## src/rtl/addr_count_queue.sv

```systemverilog
// addr_count_queue: first-word-fall-through buffer between the address calc stage and the memory request port.
// Entries become visible one cycle after their push edge; the optional out-of-range tag is built only with ADDR_COUNT_QUEUE_RANGE_CHECK_EN.
module addr_count_queue #(
  parameter int          DEPTH = 4,
  parameter int          CW    = 16,
  parameter int unsigned LIMIT = 32'h0000_00FF
) (
  input  logic                       clk,
  input  logic                       rst,
  input  logic                       in_valid,
  input  logic [CW-1:0]              in_count,
  output logic                       in_ready,
  output logic                       out_valid,
  output logic [CW-1:0]              out_count,
  output logic                       out_oor,
  input  logic                       out_ready,
  output logic [$clog2(DEPTH):0]     level,
  output logic                       ovf,
  input  logic                       ovf_clr
);

  localparam int AW = $clog2(DEPTH);
  localparam int LW = AW + 1;

  if (DEPTH < 2 || DEPTH > 16 || (DEPTH & (DEPTH - 1)) != 0) begin : g_bad_depth
    $error("DEPTH must be a power of two in 2..16");
  end
  if (64'(LIMIT) >= (64'd1 << CW)) begin : g_bad_limit
    $error("LIMIT does not fit in CW bits");
  end

  logic [CW-1:0] mem_q [DEPTH];
  logic [AW-1:0] rd_ptr_q, rd_ptr_d;
  logic [AW-1:0] wr_ptr_q, wr_ptr_d;
  logic [LW-1:0] level_q, level_d;
  logic          ovf_q, ovf_d;
  logic          push, pop, drop;

  assign in_ready  = (level_q != LW'(DEPTH));
  assign out_valid = (level_q != '0);
  assign out_count = mem_q[rd_ptr_q];
  assign level     = level_q;
  assign ovf       = ovf_q;

  always_comb begin
    push     = in_valid && in_ready;
    pop      = out_valid && out_ready;
    drop     = in_valid && !in_ready;
    // DEPTH is a power of two, so pointers wrap by natural overflow.
    wr_ptr_d = push ? wr_ptr_q + AW'(1) : wr_ptr_q;
    rd_ptr_d = pop  ? rd_ptr_q + AW'(1) : rd_ptr_q;
    level_d  = level_q;
    if (push && !pop) begin
      level_d = level_q + LW'(1);
    end else if (pop && !push) begin
      level_d = level_q - LW'(1);
    end
    // A fresh drop outranks a clear in the same cycle.
    ovf_d = drop ? 1'b1 : (ovf_clr ? 1'b0 : ovf_q);
  end

  always_ff @(posedge clk or posedge rst) begin
    if (rst) begin
      rd_ptr_q <= '0;
      wr_ptr_q <= '0;
      level_q  <= '0;
      ovf_q    <= 1'b0;
      for (int i = 0; i < DEPTH; i++) begin
        mem_q[i] <= '0;
      end
    end else begin
      rd_ptr_q <= rd_ptr_d;
      wr_ptr_q <= wr_ptr_d;
      level_q  <= level_d;
      ovf_q    <= ovf_d;
      if (push) begin
        mem_q[wr_ptr_q] <= in_count;
      end
    end
  end

`ifdef ADDR_COUNT_QUEUE_RANGE_CHECK_EN
  localparam logic [CW-1:0] LIMIT_C = CW'(LIMIT);

  logic oor_q [DEPTH];

  always_ff @(posedge clk or posedge rst) begin
    if (rst) begin
      for (int i = 0; i < DEPTH; i++) begin
        oor_q[i] <= 1'b0;
      end
    end else if (push) begin
      oor_q[wr_ptr_q] <= (in_count > LIMIT_C);
    end
  end

  assign out_oor = oor_q[rd_ptr_q];
`else
  assign out_oor = 1'b0;
`endif

endmodule

```

## config.mk

```make
export PLATFORM = sky130hd
export DESIGN_NAME = addr_count_queue
export DESIGN_NICKNAME = d
export VERILOG_FILES = /design/src/rtl/addr_count_queue.sv
export SDC_FILE = /design/constraint.sdc
export NUM_CORES = 1
export LEC_CHECK = 0
export CORE_ASPECT_RATIO = 0.8
export CORE_MARGIN = 1
export CORE_UTILIZATION = 55
export CTS_BUF_LIST = sky130_fd_sc_hd__clkbuf_4 sky130_fd_sc_hd__clkbuf_8
export DETAILED_ROUTE_END_ITERATION = 10
export GPL_TIMING_DRIVEN = 0
export PLACE_DENSITY = 0.89
export SLEW_MARGIN = 20
export SYNTH_ARGS = -nofsm -noshare
export SYNTH_HDL_FRONTEND = slang
export SYNTH_SLANG_ARGS = --single-unit
export TNS_END_PERCENT = 1
```

## constraint.sdc

```tcl
create_clock -name clk -period 4.8 [get_ports clk]
set_input_delay 0.96 -clock clk [delete_from_list [all_inputs] [get_ports clk]]
set_output_delay 0.96 -clock clk [all_outputs]
set_load 0.1 [all_outputs]
```

Word-level counts from Yosys, hierarchy flattened

Index checks and enable logic that the tools add are counted.

Input port bits: 21
Memories kept: 0
Bits in latches: 0
Output and inout bits: 23
Bits in read-only memories: 0
Flip-flop bits (word level): 72
Logic and storage cells: 40
Bits in writable memories: 0

Div/mod/pow operators: 0
Bitwise operators: 2
$mul: 0
Multiplexer cells: 10
Add/sub/neg operators: 4
Reduce and logical (&&, ||, !) cells: 12
Equality and inequality tests: 1
Shift-type cells: 0
$lt $le $gt $ge: 3

Operators by type and width:

| kind                                                       | count |
|---|---|
| bitwise mux 64 bit                                         | 1 |
| 2-to-1 mux 16 bit                                          | 3 |
| binary-select mux 16 bit (select 2 bit)                    | 1 |
| demux 16 bit (select 2 bit)                                | 1 |
| >= comparator 3 bit, second input constant                 | 2 |
| logical AND 1 bit                                          | 6 |
| 2-to-1 mux 3 bit                                           | 2 |
| NOT 2 -> 3 bit                                             | 2 |
| adder 2 x 1 -> 2 bit, second input constant                | 2 |
| nonzero test 2 bit                                         | 2 |
| adder 3 x 1 -> 3 bit, second input constant                | 1 |
| zero test 1 bit                                            | 3 |
| less-than comparator 3 x 1 -> 1 bit, second input constant | 1 |
| inequality test 3 bit, second input constant               | 1 |
| nonzero test 3 bit                                         | 1 |
| subtractor 3 x 1 -> 3 bit, second input constant           | 1 |
| 2-to-1 mux 1 bit                                           | 2 |

Logic depth before layout (Yosys ltp)

Word-level depth: 6
Mapped depth: 8
Mapped depth without buffers: 8

Least setup slack after synthesis

No wires, ideal clock.

Path type: register to register
Start point: reg level_q[0], in the netlist level[0]
End point: reg level_q[2], in the netlist level[2]
Data required time: 4.638 ns
Arrival: 2.822 ns
Library setup time: 0.162 ns
Cell stages (with the launch flop): 9
Buffers on the path: 0
Path slack: 1.815 ns
Clock period less this slack: 2.985 ns
Path through: dfrtp_1 or3_2 nand2_1 ha_1 inv_1 fa_1 xor2_1 nor2_1 xor2_1

Cells in the longest elaborated chain, start to end: 5
Elaborated cells on any way between the ends: 13
Those cells by class: add/sub (2); eq/ne (1); mux (2); reduce/logical (8)

Ends and longest elaborated chain:

| what                                                   | RTL line | RTL |
|---|---|---|
| start, declared                                        | 35       | `logic [LW-1:0] level_q, level_d;` |
| start signal, assigned                                 | 74       | `level_q <= level_d;` |
| nonzero test 3 bit (*)                                 | 40       | `assign out_valid = (level_q != '0);` |
| via out_valid                                          | 13       | `output logic out_valid,` |
| logical AND 1 bit (*)                                  | 47       | `pop = out_valid && out_ready;` |
| zero test 1 bit                                        | 53       | `if (push && !pop) begin` |
| logical AND 1 bit                                      | 53       |  |
| 2-to-1 mux 3 bit or nonzero test 2 bit (tied branches) | --       |  |

Mark *: on every way through the listed nets, which the timed path passes. The rest lies on a longest branch. The select of a mux whose other input is x is not followed.
A chain may end at the register's enable or synchronous reset.

Worst setup path after layout

Start point: reg rd_ptr_q[0]
End point: out out_count[0]

Cells in the longest elaborated chain, start to end: 4

Ends and longest elaborated chain:

| what                                                 | RTL line | RTL |
|---|---|---|
| start, declared                                      | 33       | `logic [AW-1:0] rd_ptr_q, rd_ptr_d;` |
| start signal, assigned                               | 72       | `rd_ptr_q <= rd_ptr_d;` |
| NOT 2 -> 3 bit (implied by the code)                 | 41       | `assign out_count = mem_q[rd_ptr_q];` |
| binary-select mux 16 bit (select 2 bit)              | 41       |  |
| 2-to-1 mux 16 bit (implied by the code) (2 in a row) | 41       |  |
| end, declared                                        | 14       | `output logic [CW-1:0] out_count,` |

Every way passes these cells. The select of a mux whose other input is x is not followed.

==> flow_metrics.tcl <==
set metrics [dict create \
    outcome "completed" \
    final_hold_viol_count 0 \
    drive_gt1_frac 0.449 \
    dieHeight_um 70.6 \
    holdWs_ps 503 \
    cts_tree "done" \
    die_w_um 87.8 \
    drcViolationCount 0 \
    critical_path_required_ps 3840 \
    final_common_cell "dfrtp_1" \
    timing.final.crit_period_ps 3890 \
    syn_nets 225 \
    die-area_um2 6200 \
    htree_levels 3 \
    insertion_delay_ps 350 \
    cp.arrival_ps 2930 \
    path_clk_slew_ps 70 \
    path_class "flip-flop to output port" \
    synth_area_um2 3240 \
    grt_util_met1 0.297 \
    cts_setup_buffers 0 \
    r2r_cells 6 \
    hp-class "flip-flop to flip-flop" \
    critPathCaptureType "output port" \
    tns_ps 0 \
    cts_hold_buf 0 \
    synth_seq_cells 72 \
    fmax_mhz 257 \
    finalWeightedCongestion 0.717 \
    final_cell_mix "72 x dfrtp_1, 66 x mux2_2, 42 x clkdlybuf4s50_1" \
    busiest_layer "met2" \
    cts-root-buf "clkbuf_8" \
    tightest_slew_ps 976 \
    coreArea_um2 5560 \
    antenna_found_initial 0 \
    ys_warn_count 0 \
    synth_top_area_frac 0.556 \
    use_met3 0.0700 \
    r2r_slack_ps 2490 \
    netlist_instances 198 \
    fin_crit_sh 0.810 \
    area_delta_synth_final_pct 22.2 \
    relSlewSlack 0.348 \
    viasPerCell 5.37 \
    drt_iter0_drc 119 \
    grt-ovfl-total 0 \
    grt_pass1_wl_um 9450 \
    post_cts_resized 0 \
    routed_wl_um 5660 \
    clk_path_buf_depth 2 \
    dr_total_vias 1795 \
    start_kind "flip-flop" \
    antenna_left 0 \
    critical_path.max_fanout 10 \
    whs_path_depth 1 \
    grt_pass1_vias 1886 \
    pin_count 44 \
    r2r_start "level[0]" \
    numCtsBuffers 9 \
    detailed_place_hpwl_um 3910 \
    drtPass1Iterations 4 \
    io_buffers 42 \
    min_from "mem_q[30]" \
    ys_seq_area_frac 0.556 \
    grt_max_degree 60 \
    rsz0062_at_grt "no" \
    r2r_end "level[1]" \
    cts_num_sinks 72 \
    wl_per_cell_um 16.9 \
    setup_viol 0 \
    rows 24 \
    synth_area_leader_cell "dfrtp_1" \
    cap_violations 0 \
    synth_area_leaders "dfrtp_1 56%, mux2_2 23%, mux4_2 11%" \
    holdPathEnd "mem_q[30]" \
    nets 279 \
    skew_ps 10.8 \
    grtUsageTotal 0.211 \
    n_antenna_cell 0 \
    met2_usage 0.316 \
    synth_area_per_cell_um2 16.4 \
    initial_utilization 0.583 \
    ys_types 21 \
    timing.final.max_slew_violations 0 \
]
-- registers in the layout, indices dropped and copies added, names as in the netlist --
name and cells:
level 3, mem_q 64, ovf 1, rd_ptr_q 2, wr_ptr_q 2
-- cell usage after synthesis --
cell type   n
or3_2       1
conb_1      1
dfrtp_1    72
nor2_2      4
ha_1        5
nor3b_4     1
fa_1        1
buf_2       4
xor2_1      2
mux4_2     16
inv_1       6
buf_6       3
and2b_2     1
xnor2_1     4
nor2_1      1
mux2_2     66
nand3_1     1
buf_4       1
nand2_1     6
o21ai_0     1
clkbuf_8    1
-- kinds of logic (layout without fill, tap and decap cells) --
kind of cell / count (synthesis) / in the layout / synth area share
muxes: 82 / 82 / 0.341
DFF: 72 / 72 / 0.556
and+or+nand+nor: 15 / 15 / 0.0282
buffers and inverters: 15 / 73 / 0.0301
adders and majority gates: 6 / 6 / 0.0255
xor gates and xnor gates: 6 / 6 / 0.0162
other: 1 / 1 / 0.00116
AOI/OAI and AO/OA: 1 / 1 / 0.00154
-- routing by layer --
layer / share of wire / routed length (um) / vias up
met2: 0.48 / 2710 / 42
met1: 0.47 / 2630 / 925
met5: 0 / 0 / -
met3: 0.046 / 262 / 8
met4: 0.010 / 58 / 0
li1: - / - / 820
-- final cells by class --
type | instances | area [um^2]
tap | 78 | 97.6
clock inverter | 3 | 18.8
fill | 382 | 1600
clock buffer | 12 | 153
buffer | 9 | 75.1
timing repair buffer | 43 | 448
inverter | 6 | 25.0
sequential | 72 | 1800
multi-input combinational | 111 | 1340
-- worst max-delay path, cell delays in order (launching register included) --
cell             delay [ps]
dfrtp_1                 320
buf_2                   310
buf_2                   380
mux4_2                  570
clkdlybuf4s50_1         990
-- worst max-delay path by stage --
stage,depth (start not counted),end,from,slack [ps]
after global routing,4,out_count[0],rd_ptr_q[0],820
after floorplan,8,level[2],level[0],1820
final,4,out_count[0],rd_ptr_q[0],910
after detailed placement,4,out_count[5],rd_ptr_q[0],1280
after CTS,4,out_count[5],rd_ptr_q[0],880
after global placement,2,mem_q[55],rst,870
-- stage by stage --
| step | std cells | worst slack [ps] | utilization | cell area [um^2] |
|---|---|---|---|---|
| after detailed placement | 319 | 1280 | 0.682 | 3790 |
| after CTS | 334 | 882 | 0.712 | 3960 |
| final | 334 | 910 | 0.712 | 3960 |
| after floorplan | 198 | 1820 | - | 3240 |
| after global routing | 334 | 821 | 0.712 | 3960 |
| after global placement | 318 | 872 | 0.676 | 3760 |
Power is left out: the tool's default activity adds up to more than one toggle a clock period on the data nets, which glitch-free logic cannot reach.
